$ cat src/rtl/uart_pkg.sv
// Types and constants shared by the UART word send path: the serialiser FSM
// states and the word/byte geometry.
package uart_pkg;

   typedef enum logic [1:0] {IDLE, SEND, GAP} send_state_e;

   localparam int BYTES_PER_WORD = 4;
   localparam int BYTE_W         = 8;
   localparam int WORD_W         = BYTES_PER_WORD * BYTE_W;
   localparam int IDX_W          = $clog2(BYTES_PER_WORD + 1);

   // Most significant byte of a word; bytes leave the serialiser MSB first.
   function automatic logic [BYTE_W-1:0] head_byte(input logic [WORD_W-1:0] w);
      return w[WORD_W-1 -: BYTE_W];
   endfunction

endpackage

$ cat src/rtl/sync_word_fifo.sv
// Single-clock word FIFO with registered pointers, registered count/full and
// first-word-fall-through read data.
module sync_word_fifo #(
   parameter int DEPTH_LOG = 4
) (
   input  logic                 CLK,
   input  logic                 reset,
   input  logic                 push,
   input  logic                 pop,
   input  logic [31:0]          din,
   output logic [31:0]          dout,
   output logic [DEPTH_LOG:0]   count,
   output logic                 full,
   output logic                 empty
);

   localparam int DEPTH = 2 ** DEPTH_LOG;
   localparam logic [DEPTH_LOG:0] DEPTH_CNT = {1'b1, {DEPTH_LOG{1'b0}}};

   logic [31:0]          mem_q [DEPTH];
   logic [DEPTH_LOG-1:0] wr_ptr_q, wr_ptr_d;
   logic [DEPTH_LOG-1:0] rd_ptr_q, rd_ptr_d;
   logic [DEPTH_LOG:0]   count_q, count_d;
   logic                 full_q, full_d;
   logic                 do_push, do_pop;

   // A push while full is refused even if a pop happens in the same cycle.
   assign do_push = push && !full_q;
   assign do_pop  = pop && (count_q != '0);

   always_comb begin
      wr_ptr_d = wr_ptr_q;
      rd_ptr_d = rd_ptr_q;
      count_d  = count_q;
      if (do_push) begin
         wr_ptr_d = wr_ptr_q + 1'b1;
      end
      if (do_pop) begin
         rd_ptr_d = rd_ptr_q + 1'b1;
      end
      case ({do_push, do_pop})
         2'b10:   count_d = count_q + 1'b1;
         2'b01:   count_d = count_q - 1'b1;
         default: count_d = count_q;
      endcase
      full_d = (count_d == DEPTH_CNT);
   end

   always_ff @(posedge CLK) begin
      if (reset) begin
         wr_ptr_q <= '0;
         rd_ptr_q <= '0;
         count_q  <= '0;
         full_q   <= 1'b0;
      end else begin
         wr_ptr_q <= wr_ptr_d;
         rd_ptr_q <= rd_ptr_d;
         count_q  <= count_d;
         full_q   <= full_d;
      end
   end

   always_ff @(posedge CLK) begin
      if (do_push) begin
         mem_q[wr_ptr_q] <= din;
      end
   end

   assign dout  = mem_q[rd_ptr_q];
   assign count = count_q;
   assign full  = full_q;
   assign empty = (count_q == '0);

endmodule

$ cat src/rtl/word_send_queue.sv
// Queues 32-bit words from the pipeline and serialises each one, MSB first,
// into byte strobes for the byte-level UART sender.
module word_send_queue
   import uart_pkg::*;
#(
   parameter int DEPTH_LOG = 4
) (
   input  logic                 CLK,
   input  logic                 reset,
   input  logic [31:0]          word_in,
   input  logic                 word_valid,
   output logic                 full,
   output logic [DEPTH_LOG:0]   count,
   output logic [BYTE_W-1:0]    byte_data,
   output logic                 byte_enable,
   input  logic                 byte_ready,
   output logic                 idle,
   output logic                 overflow
);

   send_state_e        state_q, state_d;
   logic [WORD_W-1:0]  sh_q, sh_d;
   logic [IDX_W-1:0]   idx_q, idx_d;
   logic               overflow_q, overflow_d;

   logic [31:0]        fifo_dout;
   logic               fifo_empty;
   logic               fifo_pop;

   sync_word_fifo #(
      .DEPTH_LOG (DEPTH_LOG)
   ) u_fifo (
      .CLK   (CLK),
      .reset (reset),
      .push  (word_valid),
      .pop   (fifo_pop),
      .din   (word_in),
      .dout  (fifo_dout),
      .count (count),
      .full  (full),
      .empty (fifo_empty)
   );

   always_comb begin
      state_d     = state_q;
      sh_d        = sh_q;
      idx_d       = idx_q;
      fifo_pop    = 1'b0;
      byte_enable = 1'b0;
      overflow_d  = overflow_q | (word_valid & full);
      case (state_q)
         IDLE: begin
            if (!fifo_empty) begin
               fifo_pop = 1'b1;
               sh_d     = fifo_dout;
               idx_d    = '0;
               state_d  = SEND;
            end
         end
         SEND: begin
            byte_enable = byte_ready;
            if (byte_ready) begin
               sh_d    = {sh_q[WORD_W-BYTE_W-1:0], {BYTE_W{1'b0}}};
               idx_d   = idx_q + 1'b1;
               state_d = GAP;
            end
         end
         // One dead cycle lets the sender drop byte_ready before the next byte.
         GAP: begin
            state_d = (idx_q == IDX_W'(BYTES_PER_WORD)) ? IDLE : SEND;
         end
         default: begin
            state_d = IDLE;
         end
      endcase
   end

   always_ff @(posedge CLK) begin
      if (reset) begin
         state_q    <= IDLE;
         sh_q       <= '0;
         idx_q      <= '0;
         overflow_q <= 1'b0;
      end else begin
         state_q    <= state_d;
         sh_q       <= sh_d;
         idx_q      <= idx_d;
         overflow_q <= overflow_d;
      end
   end

   assign byte_data = head_byte(sh_q);
   assign idle      = (state_q == IDLE) && fifo_empty;
   assign overflow  = overflow_q;

endmodule

$ cat config.mk
export PLATFORM = sky130hd
export DESIGN_NAME = word_send_queue
export DESIGN_NICKNAME = d
export VERILOG_FILES = /design/src/rtl/uart_pkg.sv /design/src/rtl/sync_word_fifo.sv /design/src/rtl/word_send_queue.sv
export SDC_FILE = /design/constraint.sdc
export NUM_CORES = 1
export LEC_CHECK = 0
export CAP_MARGIN = 20
export CORE_MARGIN = 10
export CORE_UTILIZATION = 55
export DETAILED_ROUTE_END_ITERATION = 10
export GPL_TIMING_DRIVEN = 0
export PLACE_DENSITY = 0.72
export SYNTH_ARGS = -nofsm -noshare
export SYNTH_HDL_FRONTEND = slang
export SYNTH_SLANG_ARGS = --single-unit
$ cat constraint.sdc
create_clock -name CLK -period 4.9 [get_ports CLK]
set_input_delay 0.98 -clock CLK [delete_from_list [all_inputs] [get_ports CLK]]
set_output_delay 0.98 -clock CLK [all_outputs]
set_load 0.02 [all_outputs]
Word level (Yosys, flattened, before mapping)
Memory sizes are Yosys's and may differ from the RTL's. A register that Yosys moved wholly into a read port is not among the register bits.
Cells that the tools add are included.
{"block": "totals", "reg_bits": 52, "latch_bits": 0, "ram_bits": 512, "mem_bits_ro": 0, "out_inout_bits": 17, "wordCells": 52, "memories": 1}
{"block": "classes", "add_sub_neg": 5, "multipliers": 0, "n_div": 0, "order_cmp": 0, "eq_ne": 8, "shifts": 0, "muxes": 18, "bitwise": 2, "n_reduce_logical": 10}
{"name": "u_fifo.mem_q", "words": 16, "word_bits": 32, "rd": 1, "rd_clocked_by_memory_dff": 1, "wr": 1, "line_no": "sync_word_fifo.sv:20", "text": "logic [31:0] mem_q [DEPTH];"}
{"op": "32-bit 2-to-1 mux", "n": 2}
{"op": "32-bit one-hot mux with 2 select lines", "n": 1}
{"op": "5-bit one-hot mux with 2 select lines", "n": 1}
{"op": "4-bit by 1-bit adder with 4-bit output (second input constant)", "n": 2}
{"op": "4-bit 2-to-1 mux", "n": 2}
{"op": "1-bit 2-to-1 mux", "n": 6}
{"op": "3-bit 2-to-1 mux", "n": 2}
{"op": "2-bit one-hot mux with 3 select lines", "n": 1}
{"op": "3-bit one-hot mux with 2 select lines", "n": 1}
{"op": "5-bit by 1-bit adder with 5-bit output (second input constant)", "n": 1}
{"op": "5-bit equality test (second input constant)", "n": 1}
{"op": "5-bit zero test", "n": 1}
{"op": "5-bit nonzero test", "n": 1}
{"op": "5-bit by 1-bit subtractor with 5-bit output (second input constant)", "n": 1}
{"op": "2-bit by 1-bit equality test with 1-bit output (second input constant)", "n": 2}
{"op": "2-bit equality test (second input constant)", "n": 2}
{"op": "2-bit 2-to-1 mux", "n": 2}
{"op": "2-bit inequality test (second input constant)", "n": 2}
{"op": "3-bit by 1-bit adder with 3-bit output (second input constant)", "n": 1}
{"op": "3-bit equality test (second input constant)", "n": 1}
{"op": "1-bit logical AND", "n": 3}
{"op": "3-bit AND reduction", "n": 1}
{"op": "2-bit zero test", "n": 1}
{"op": "2-bit AND reduction", "n": 1}
{"op": "4 further kinds", "n": 4}

Logic depth before layout (Yosys ltp)
Gate-level depths: netlist (run 1).
{"block": "logic_depth", "ltp_word": 7, "ltp_mapped": 13, "mapped_depth_nobuf": 11}

Hierarchy
A second synthesis (run 1) with hierarchy kept.
{"block": "unflattened", "cells_unflattened": 1010, "hier_area_um2": 22283.9}
{"module": "sync_word_fifo", "n_inst": 1, "cells_per_inst": 822, "area_per_inst_um2": 20452.1, "seq_area_each_um2": 15735.1}
{"module": "word_send_queue", "n_inst": 1, "cells_per_inst": 188, "area_per_inst_um2": 1831.8, "seq_area_each_um2": 760.7}

Worst setup path after synthesis (run 1)
OpenSTA, ideal clock, no wires.
{"block": "synth_timing", "path_kind": "input-to-reg", "start": "in word_valid", "end": "mem u_fifo.mem_q[3][0] (enable)", "setup_time_ns": 0.461, "arrival_time_ns": 3.665, "required_time_ns": 4.439, "path_slack_ns": 0.774, "path_stages": 4, "n_path_buf": 1, "cell_sequence": "nor2b_1 -> buf_2 -> nand2_1 -> nor3_1"}
{"block": "synth_between", "elab_chain_cells": 3}
{"item": "from (decl)", "line_no": "word_send_queue.sv:11", "text": "input logic word_valid,"}
{"item": "1-bit logical AND", "line_no": "sync_word_fifo.sv:28", "text": "assign do_push = push && !full_q;"}
{"item": "1-bit 2-to-1 mux", "line_no": "sync_word_fifo.sv:64", "text": "if (do_push) begin"}
{"item": "1-bit 2-to-1 mux (implied by the code)", "line_no": "sync_word_fifo.sv:65", "text": "mem_q[wr_ptr_q] <= din;"}
{"item": "to (decl)", "line_no": "sync_word_fifo.sv:20"}
Every way passes these cells.

Final worst setup path (run 1)
{"block": "layout_timing", "start": "in byte_ready", "end": "out byte_enable"}
{"block": "layout_between", "elab_chain_cells": 1}
{"item": "from (decl)", "line_no": "word_send_queue.sv:16", "text": "input logic byte_ready,"}
{"item": "1-bit 2-to-1 mux", "line_no": "word_send_queue.sv:51", "text": "case (state_q)"}
{"item": "to (decl)", "line_no": "word_send_queue.sv:15", "text": "output logic byte_enable,"}
Every way passes these cells.

==> results of run 1 <==
layout make-up:
cell class | count | area, um^2 | area share (%)
repair buffers | 80 | 975 | 3.80
clock inverters | 23 | 335 | 1.31
well taps | 525 | 657 | 2.56
plain buffers | 71 | 452 | 1.76
flip-flops and latches | 568 | 16500 | 64.3
clock buffers | 79 | 1630 | 6.34
multi-input cells | 438 | 5090 | 19.8
inverters | 9 | 33.8 | 0.132
path summary, 6_finish.rpt:
path,startpoint,to,cells past startpoint
setup reg to reg,u_fifo.count[2],u_fifo.full,12
hold reg to reg,sh_q[10],sh_q[10],2
setup / recovery,byte_ready,byte_enable,4
hold / removal,sh_q[10],sh_q[10],2
cells in the final DEF (no fill, tap or decap), drive strengths merged, types with 2 or more instances in the layout:
cell,Yosys,final
mux2,14,14
nor2,64,64
xnor2,3,3
dfxtp,56,56
ha,10,10
clkinv,1,14
mux2i,16,16
nor4,11,11
a221oi,12,12
bufinv,0,8
mux4,138,138
a21oi,29,29
xor2,8,8
nor2b,3,3
clkdlybuf4s50,0,52
nand2b,6,6
clkinvlp,0,2
clkbuf,24,103
buf,47,75
nand2,38,38
inv,8,8
nor3,17,17
o22ai,4,4
edfxtp,512,512
a22oi,20,20
o21ai,27,27
nand4,5,5
kinds of logic after synthesis:
logic type                 count (synthesis)  share of synthesized area (%)
muxes                                    168                           15.8
buffers and inverters                     80                           2.21
AOI/OAI and AO/OA                         99                           2.82
DFF                                      568                           75.1
and+or+nand+nor                          150                           3.07
xor gates and xnor gates                  11                          0.439
adders and majority gates                 10                          0.570
per-layer routing:
layer / wire [um] / vias to the layer above
met4: 1320 / 6
met5: 38 / -
li1: - / 4732
met3: 3840 / 96
met2: 23500 / 485
met1: 20700 / 5840
worst register-to-register path, cell delays in order (launching register included):
cell and delay [ps]:
dfxtp_1 320, buf_2 170, nor2_1 200, nand2_1 200, nand2_1 170, clkinv_1 280, clkbuf_1 380, ha_1 380
clkbuf_1 400, nor4_1 120, a21oi_1 170, xor2_1 190, and4bb_1 220
metrics by stage:
| step | utilization [%] | instance area [um^2] | hold slack [ps] | instances | setup slack (ps) |
|---|---|---|---|---|---|
| after global placement | 58.4 | 23100 | 451 | 1663 | -2850 |
| after detailed placement | 59.8 | 23700 | 460 | 1691 | 1220 |
| after global routing | 64.7 | 25700 | 491 | 1793 | 1150 |
| after CTS | 64.7 | 25700 | 469 | 1793 | 1220 |
| after floorplan | - | 22000 | 446 | 1086 | 774 |
| final | 64.7 | 25700 | 471 | 1793 | 1180 |
registers in the layout, indices dropped and copies added (netlist names), named ones only:
name and count:
idx_q 3, overflow 1, sh_q 32, state_q 2, u_fifo.count 5, u_fifo.full 1
u_fifo.mem_q 512, u_fifo.rd_ptr_q 4, u_fifo.wr_ptr_q 4
power by group through the flow:
stage               sequential (mW)  clock [mW]  combinational [mW]
detailed placement             5.78           0                3.04
global placement               5.80           0                2.93
CTS                            5.68        4.53                3.06
floorplan                      5.77           0                2.07
finish                         5.69        4.48                3.06
global route                   5.70        4.74                3.30
==> metrics.md, run 1 <==
| Metric | Value |
|---|---|
| Vias in the first global route | between 10k and 15k |
| Vias per cell | 6.22 |
| Die area | 48300 um^2 |
| Dominant cells by area after synthesis | edfxtp_1, mux4_2, dfxtp_1 |
| Area delta synth->final | 16.9% |
| M3 GR Usage | approximately 4% |
| GPL Wtd Cong | ~0.86 |
| CP most frequent cell | clkdlybuf4s50_1 |
| Cts bufs inserted | 54 |
| Number of port buffers | 52 |
| Synth Area per Inst | between 20 and 25 um^2 |
| Sw Ratio | 27.4% |
| Leakage | 8.11 nW |
| Gr ovfl total | 0 |
| Row count | 73 |
| Core ar. | 39600 um^2 |
| CTS H-Tree Depth | 2 |
| Final Slew Violations | 0 |
| Count of flip-flops with a built-in enable after synthesis | ~500 |
| Setup CP Type | input port to output pin |
| Die Y | 220 um |
| CTS tree | built |
| CP Capture Type | output pin |
| Drt pass-1 iters | 4 |
| Sequential area share after synthesis | 75.1% |
| Met1 Track Usage GR | 29.7% |
| DR WL/cell | between 20 and 30 um |
| Status | completed |
| Least-Margin Pin Slew | around 990 ps |
| Cts hold-fix bufs | 0 |
| CP arrival | around 2700 ps |
| Peak supply drop | 0.000299 V |
| Reg clk slew, reported paths | 60 ps |
| Initial Util | between 50% and 60% |
| Clock share of power | about 34% |
| Clock sink count | 568 |
| WL final | around 50 mm |
| Global-route wire length before repair | around 74 mm |
| Part of the power in registers | a little over two fifths |
| I/O pins | 53 |
| CP Data Required Time | 3920 ps |
| Synth async-reset ratio | 0% |
| Final nets | approximately 1.3k |
| All-Layer GR Usage | between 20% and 30% |
| Pint | 9.61 mW |
| Busiest grt layer | met2 |
| CTS-repair resized insts | 0 |
| Worst Path Max Fanout | 5 |
| Post-synth top area cell | edfxtp_1 |
| CP top delay family | buffers and inverters |
| Syn Inst Count | 1086 |
| Clk_skew | 17.5 ps |
| Critical path's largest stage delay | 720 ps |
| Root buffer cell | clkbuf_16 |
| Met2 Use GR | 32.3% |
| Initial antenna violation count | 3 |
| Final count of hold timing violations | 0 |
| Buf/Inv on CP | 3 |
| Synth warn | 0 |
| Distinct cell type count of the synthesized netlist | 43 |
| Cell area after synthesis | between 20000 and 25000 um^2 |
| DP HPWL | between 30 and 40 mm |
| DRC Markers | 0 |
| Final setup fails | 0 |
| Clk_lat worst skew | around 610 ps |
| Net Count, Synth | about 1.1k |
| Crit share post-route | between 70% and 80% |
| DRT iter0 DRCs | between 1k and 1.5k |
| Max frequency | about 0.27 GHz |
| R2R setup slack | 1570 ps |
| Pwr Total | 13.2 mW |
| Pwr/cell area | just over 500 nW/um^2 |
| Die Span X | 220 um |
| Vias | ~11k |
| Gate power share | 23.1% |
| Layout cell share with drive strength beyond 1 | 25.2% |
| Unrepaired setup endpoints after global routing | no |
| Ys flop type | edfxtp_1 |
| Slowest cell on crit path | clkdlybuf4s50_1 |
| Worst hold-check path type | register to register |
| Yosys top cell area share | between 70% and 80% |
| Max-slew headroom | about a third |
| Pin count of the biggest net entering global routing | 23 |
| Clock tree buffer depth | 3 |
| Psw | 3.62 mW |
| Post-CTS Setup Inserts | 0 |
| Count leader, synth | edfxtp_1 |
| Fill count | roughly 2.6k |
| Synth top cells by count | edfxtp_1, mux4_2, nor2_1 |
| Setup TNS | 0 ps |
| Antenna Nets Post-Route | 0 |
| Crit-path cells | clkdlybuf4s50_1, inv_1, nor2_1, clkdlybuf4s50_1 |
| Worst setup SP type | input port |
| Max_cap viols | 0 |
| Number of antenna diodes | 0 |
| Register bit total from synthesis | between 500 and 600 |
| Minimum clock period | ~3700 ps |
No activity file was read; power rests on OpenSTA's default activity.
==> run 2: changes to the inputs <==
Clock period 4.9 ns to 3.5 ns, I/O delays scaled along.
==> run 2 against run 1 <==
  * Sequential share of layout area rose by 0.25 points
  * First-iteration DRC count rose by 12%
  * Critical endpoint is now u_fifo.full
  * Die area did not move
  * Worst hold slack barely moved
  * Sequential power rose by 40%
  * Worst setup slack got worse by 970 ps
  * Register-to-register slack got worse by 1400 ps
  * Critical path type is now register to register
==> metrics.md, run 2 (synthesis gave the netlist of run 1 again) <==
| Metric | Value |
|---|---|
| Final count of hold timing violations | 0 |
| R2R cell count | 10 |
| Worst r2r dst | u_fifo.full |
| Crit share post-route | 94.0% |
| Antenna Nets Post-Route | 0 |
| Psw | 5.12 mW |
| Final nets | 1260 |
| Clk_skew | 12.7 ps |
| Die Y | about 220 um |
| Core ar. | between 30000 and 40000 um^2 |
| Initial Util | 55.4% |
| Worst setup SP type | register |
| Vias per cell | ~6.2 |
| Vias in the first global route | between 10k and 15k |
| Status | completed |
| Final standard cell area without fillers | roughly 26000 um^2 |
| Max-slew headroom | around 32% |
| Root buffer cell | clkbuf_16 |
| DRT iter0 DRCs | 1393 |
| Crit. path cell count | 10 |
| Final Util | 64.5% |
| WL final | 49.6 mm |
| Reg clk slew, reported paths | approximately 60 ps |
| Max reg flops | 512 |
| Part of the power in registers | 43.8% |
| CP top delay family | simple AND/OR/NAND/NOR gates |
| Sw Ratio | 28.1% |
| Worst hold-check path type | register to register |
| Pre-CTS setup slack | about 150 ps |
| Leakage | around 8 nW |
| DP HPWL | 31.6 mm |
| Pwr Total | roughly 18 mW |
| Post-DP Area | approximately 24000 um^2 |
| Clock sink count | ~570 |
| Peak supply drop | ~0.0005 V |
| Max_cap viols | 0 |
| Min-delay src | sh_q[10] |
| Area occupied by multi-input gates | slightly above 5000 um^2 |
| Number of port buffers | 52 |
| Clock tree buffer depth | 3 |
| Clk_lat worst skew | roughly 600 ps |
| Pwr/cell area | slightly above 700 nW/um^2 |
| Gr ovfl total | 0 |
| DRC Markers | 0 |
| R2R setup slack | 210 ps |
| Unrepaired setup endpoints after global routing | no |
| DR WL/cell | roughly 28 um |
| Minimum clock period | between 3000 and 4000 ps |
| Critical path's largest stage delay | about 510 ps |
| Crit-path cells | nor3_1, nand2_1, nand2_1, clkinv_1, clkbuf_1, ha_1, nor4_1, a21oi_1, xor2_1, and4bb_1 |
| Worst R2R Start | u_fifo.count[0] |
| I/O pins | 53 |
| Gate power share | a little under a quarter |
| Min setup slack post-route | 210 ps |
| CP most frequent cell | nand2_1 |
| WHS Endpoint | sh_q[10] |
| Cts bufs inserted | 55 |
| Slowest cell on crit path | ha_1 |
| Max frequency | about 0.30 GHz |
| CP Capture Type | register |
| Fill count | around 2.6k |
| Clock share of power | between 30% and 40% |
| Most frequent cells in the layout | edfxtp_1, mux4_2, dfxtp_1, clkbuf_16 |
| Worst Path Max Fanout | 10 |
| Largest Register | u_fifo.mem_q |
| Pint | 13.1 mW |
| Initial antenna violation count | 0 |
| Layout cell share with drive strength beyond 1 | between 20% and 30% |
| CTS tree | built |
| Buf/Inv on CP | 2 |
| Setup CP Type | register to register |
| CP arrival | ~3800 ps |
| Die Span X | around 220 um |
| CTS H-Tree Depth | 2 |
| Vias | about 11k |
| GPL Wtd Cong | approximately 0.87 |
| Seq. cell area | roughly 16000 um^2 |
| Least-Margin Pin Slew | a little over 1000 ps |
| All-Layer GR Usage | between 20% and 30% |
| Global-route wire length before repair | between 70 and 80 mm |
| Die area | between 40000 and 50000 um^2 |
| Area delta synth->final | 16.4% |
| Pin count of the biggest net entering global routing | 22 |
| Post-CTS Setup Inserts | 0 |
| Final Slew Violations | 0 |
| CP Data Required Time | ~4000 ps |
| Row count | between 70 and 80 |
| Hold Crit Depth | 2 |
| Drt pass-1 iters | 5 |
| Final setup fails | 0 |
| Commonest non-fill, non-tap cell in the layout | edfxtp_1 |
run 2: changes by cell type in the layout (fill, tap and decap cells not counted), moves of 2 or more:
cell / change
clkbuf_8: -10
buf_12: -4
buf_8: +3
bufinv_16: -3
buf_16: +8
nor3_2: -4
clkinv_2: +10
nor3_4: +4
clkinvlp_4: +2
buf_6: -15
run 2: power by group through the flow:
stage / Clock, mW / Combinational [mW] / Sequential (mW)
2_1_floorplan: 0 / 2.89 / 8.07
4_1_cts: 5.97 / 4.33 / 7.96
3_5_place_dp: 0 / 4.28 / 8.11
6_report: 5.91 / 4.32 / 7.97
5_1_grt: 6.25 / 4.64 / 7.99
3_3_place_gp: 0 / 4.10 / 8.10
run 2: how the worst max path moves through the flow:
stage | start | end
floorplan | word_valid | u_fifo.mem_q[7][0]
global placement | word_valid | u_fifo.mem_q[7][25]
detailed placement | word_valid | u_fifo.mem_q[7][25]
CTS | u_fifo.count[0] | u_fifo.full
global route | u_fifo.count[0] | u_fifo.full
finish | u_fifo.count[0] | u_fifo.full
run 2: repair_timing:
item	in CTS	in global routing
setup endpoints to repair	0	1
hold endpoints to repair	0	0
hold buffers	0	0
gates resized for setup	0	0
run 2: cell type report:
cell class / instances / share of cell area [%]
plain buffers: 70 / 1.75
multi-input cells: 438 / 20.0
flip-flops and latches: 568 / 64.5
clock buffers: 70 / 5.92
repair buffers: 72 / 3.88
well taps: 525 / 2.57
clock inverters: 33 / 1.20
diodes: 1 / 0.00979
inverters: 9 / 0.132
run 2: per-stage QoR:
stage / std cells / setup TNS, ps / hold WS (ps)
finish: 1786 / 0 / 472
global route: 1785 / 0 / 498
CTS: 1786 / 0 / 469
detailed placement: 1683 / 0 / 460
global placement: 1663 / -865510 / 452
floorplan: 1086 / 0 / 446
run 2: worst register-to-register path, stage by stage, from the launching register on:
cell      delay [ps]
dfxtp_1          410
nor3_1           310
nand2_1          230
nand2_1          180
clkinv_1         300
clkbuf_1         370
ha_1             520
nor4_1           320
a21oi_1          100
xor2_1           200
and4bb_1         240
run 2: routing by layer:
layer | wire, um | vias to the layer above | track usage [%] | part of all wire (%)
li1 | - | 4708 | - | -
met1 | 20100 | 5806 | 29.1 | 41
met2 | 23900 | 496 | 32.6 | 48
met3 | 4150 | 106 | 4.50 | 8.4
met4 | 1480 | 0 | 6.76 | 3.0
met5 | 0 | - | 0 | 0
==> run 3: changes to the inputs <==
Settings changed: SETUP_SLACK_MARGIN set to 0.3.
==> run 3 against run 2 <==
  * First-iteration DRC count is 4.4% higher
  * Fmax rose by 6.9%
  * Total power increased by 0.31%
  * Clock-buffer cell count unchanged
  * Critical path depth down 6
  * Clock power is essentially flat
  * Sequential share of layout area decreased by 0.082 points
==> metrics.md, run 3 (synthesis gave the netlist of run 1 again) <==
| Metric | Value |
|---|---|
| Status | completed |
| CP Capture Type | output pin |
| Min-delay src | sh_q[10] |
| Clk_lat worst skew | roughly 600 ps |
| Final count of hold timing violations | 0 |
| Worst R2R Start | u_fifo.count[2] |
| Pin count of the biggest net entering global routing | 22 |
| CTS tree | built |
| Most frequent cells in the layout | edfxtp_1, mux4_2, dfxtp_1, clkbuf_16 |
| Setup CP Type | input port to output pin |
| Row count | 73 |
| Leakage | about 8.0 nW |
| Final setup fails | 0 |
| Initial Util | between 50% and 60% |
| Initial antenna violation count | 0 |
| DRC Markers | 0 |
| Least-Margin Pin Slew | between 1000 and 1500 ps |
| Final Slew Violations | 0 |
| Vias per cell | 6.23 |
| GPL Wtd Cong | 0.868 |
| Max-slew headroom | about 32% |
| Unrepaired setup endpoints after global routing | no |
| Critical Path Start | byte_ready |
| Worst r2r dst | u_fifo.full |
| Die Y | 220 um |
| All-Layer GR Usage | a little over a fifth |
| Vias | about 11k |
| Clock sink count | around 570 |
| Area delta synth->final | 16.6% |
| Max_cap viols | 0 |
| CP Data Required Time | approximately 2800 ps |
| Root buffer cell | clkbuf_16 |
| M3 GR Usage | 4.50% |
| WL final | ~50 mm |
| Cts hold-fix bufs | 0 |
| Clock tree buffer depth | 3 |
| Hold Crit Depth | 2 |
| R2R setup slack | 500 ps |
| Drt pass-1 iters | 5 |
| Worst Path Max Fanout | 5 |
| Busiest grt layer | met2 |
| DP HPWL | 31.6 mm |
| Vias in the first global route | roughly 11k |
| Cts bufs inserted | 55 |
| Met2 Use GR | approximately a third |
| Die area | 48300 um^2 |
| Layout cell share with drive strength beyond 1 | between 20% and 30% |
| WHS Endpoint | sh_q[10] |
| DRT iter0 DRCs | between 1k and 1.5k |
| R2R cell count | 12 |
| Antenna Nets Post-Route | 0 |
| Pwr/cell area | ~710 nW/um^2 |
| Worst setup SP type | input port |
| Max reg flops | slightly above 500 |
| Clk_skew | ~13 ps |
| Final standard cell area without fillers | approximately 26000 um^2 |
| CP arrival | roughly 2400 ps |
| Max frequency | 0.325 GHz |
| Global-route wire length before repair | between 70 and 80 mm |
| Largest Register | u_fifo.mem_q |
| Core ar. | 39600 um^2 |
| Final nets | 1263 |
| Post-DP Area | ~24000 um^2 |
| Crit share post-route | 88.0% |
| Worst hold-check path type | register to register |
| Number of port buffers | between 50 and 60 |
| Gr ovfl total | 0 |
| I/O pins | 53 |
| Peak supply drop | between 0.0005 and 0.0006 V |
| Layout Cells excl Fill | roughly 1.8k |
| Dpl cells | around 1.7k |
| Reg clk slew, reported paths | ~60 ps |
| DR WL/cell | 27.7 um |
| CTS H-Tree Depth | 2 |
| Commonest non-fill, non-tap cell in the layout | edfxtp_1 |
| Met1 Track Usage GR | a little under 30% |
| Minimum clock period | around 3100 ps |
| Die Span X | about 220 um |
[run 3: what timing repair did]
action	in CTS	in global routing
setup buffers	0	2
endpoints found under the setup margin	2	2
cloned	0	0
resized for setup	2	3
[run 3: area by class of cell]
cell class                 instances  area, um^2
tap                              525         657
clock inverter                    33         308
timing repair buffer              74        1010
clock buffer                      70        1510
inverter                           9        37.5
fill                            2631       14000
buffer                            71         454
sequential                       568       16500
multi-input combinational        438        5120
antenna                            2        5.00
[run 3: how the worst max path moves through the flow]
stage	end	depth (start not counted)
2_1_floorplan	u_fifo.mem_q[7][0]	4
3_3_place_gp	u_fifo.mem_q[7][25]	5
3_5_place_dp	u_fifo.mem_q[7][25]	6
4_1_cts	u_fifo.full	11
5_1_grt	byte_enable	4
6_report	byte_enable	4
[run 3: routing by layer]
layer | vias up | wire (um)
li1 | 4722 | -
met1 | 5834 | 20300
met2 | 497 | 23800
met3 | 105 | 4080
met4 | 0 | 1420
met5 | - | 0
[run 3: where the power goes]
group	total (mW)	switching [mW]	internal [mW]
Sequential	7.97	0.189	7.78
Combinational	4.37	2.45	1.91
Clock	5.92	2.49	3.42
[run 3: worst max-delay path, stage by stage]
cell and delay [ps]:
clkdlybuf4s50_1 480, inv_1 90, nor2_1 400, clkdlybuf4s50_1 710
[run 3: stage by stage]
stage	TNS [ps]	setup slack, ps	hold WS (ps)	util, %	power [mW]
2_1_floorplan	0	510	446	-	11.0
3_3_place_gp	-865510	-1850	452	58.4	12.2
3_5_place_dp	0	146	460	59.9	12.4
4_1_cts	0	310	469	64.5	18.3
5_1_grt	0	342	498	64.6	18.9
6_report	0	422	472	64.6	18.3
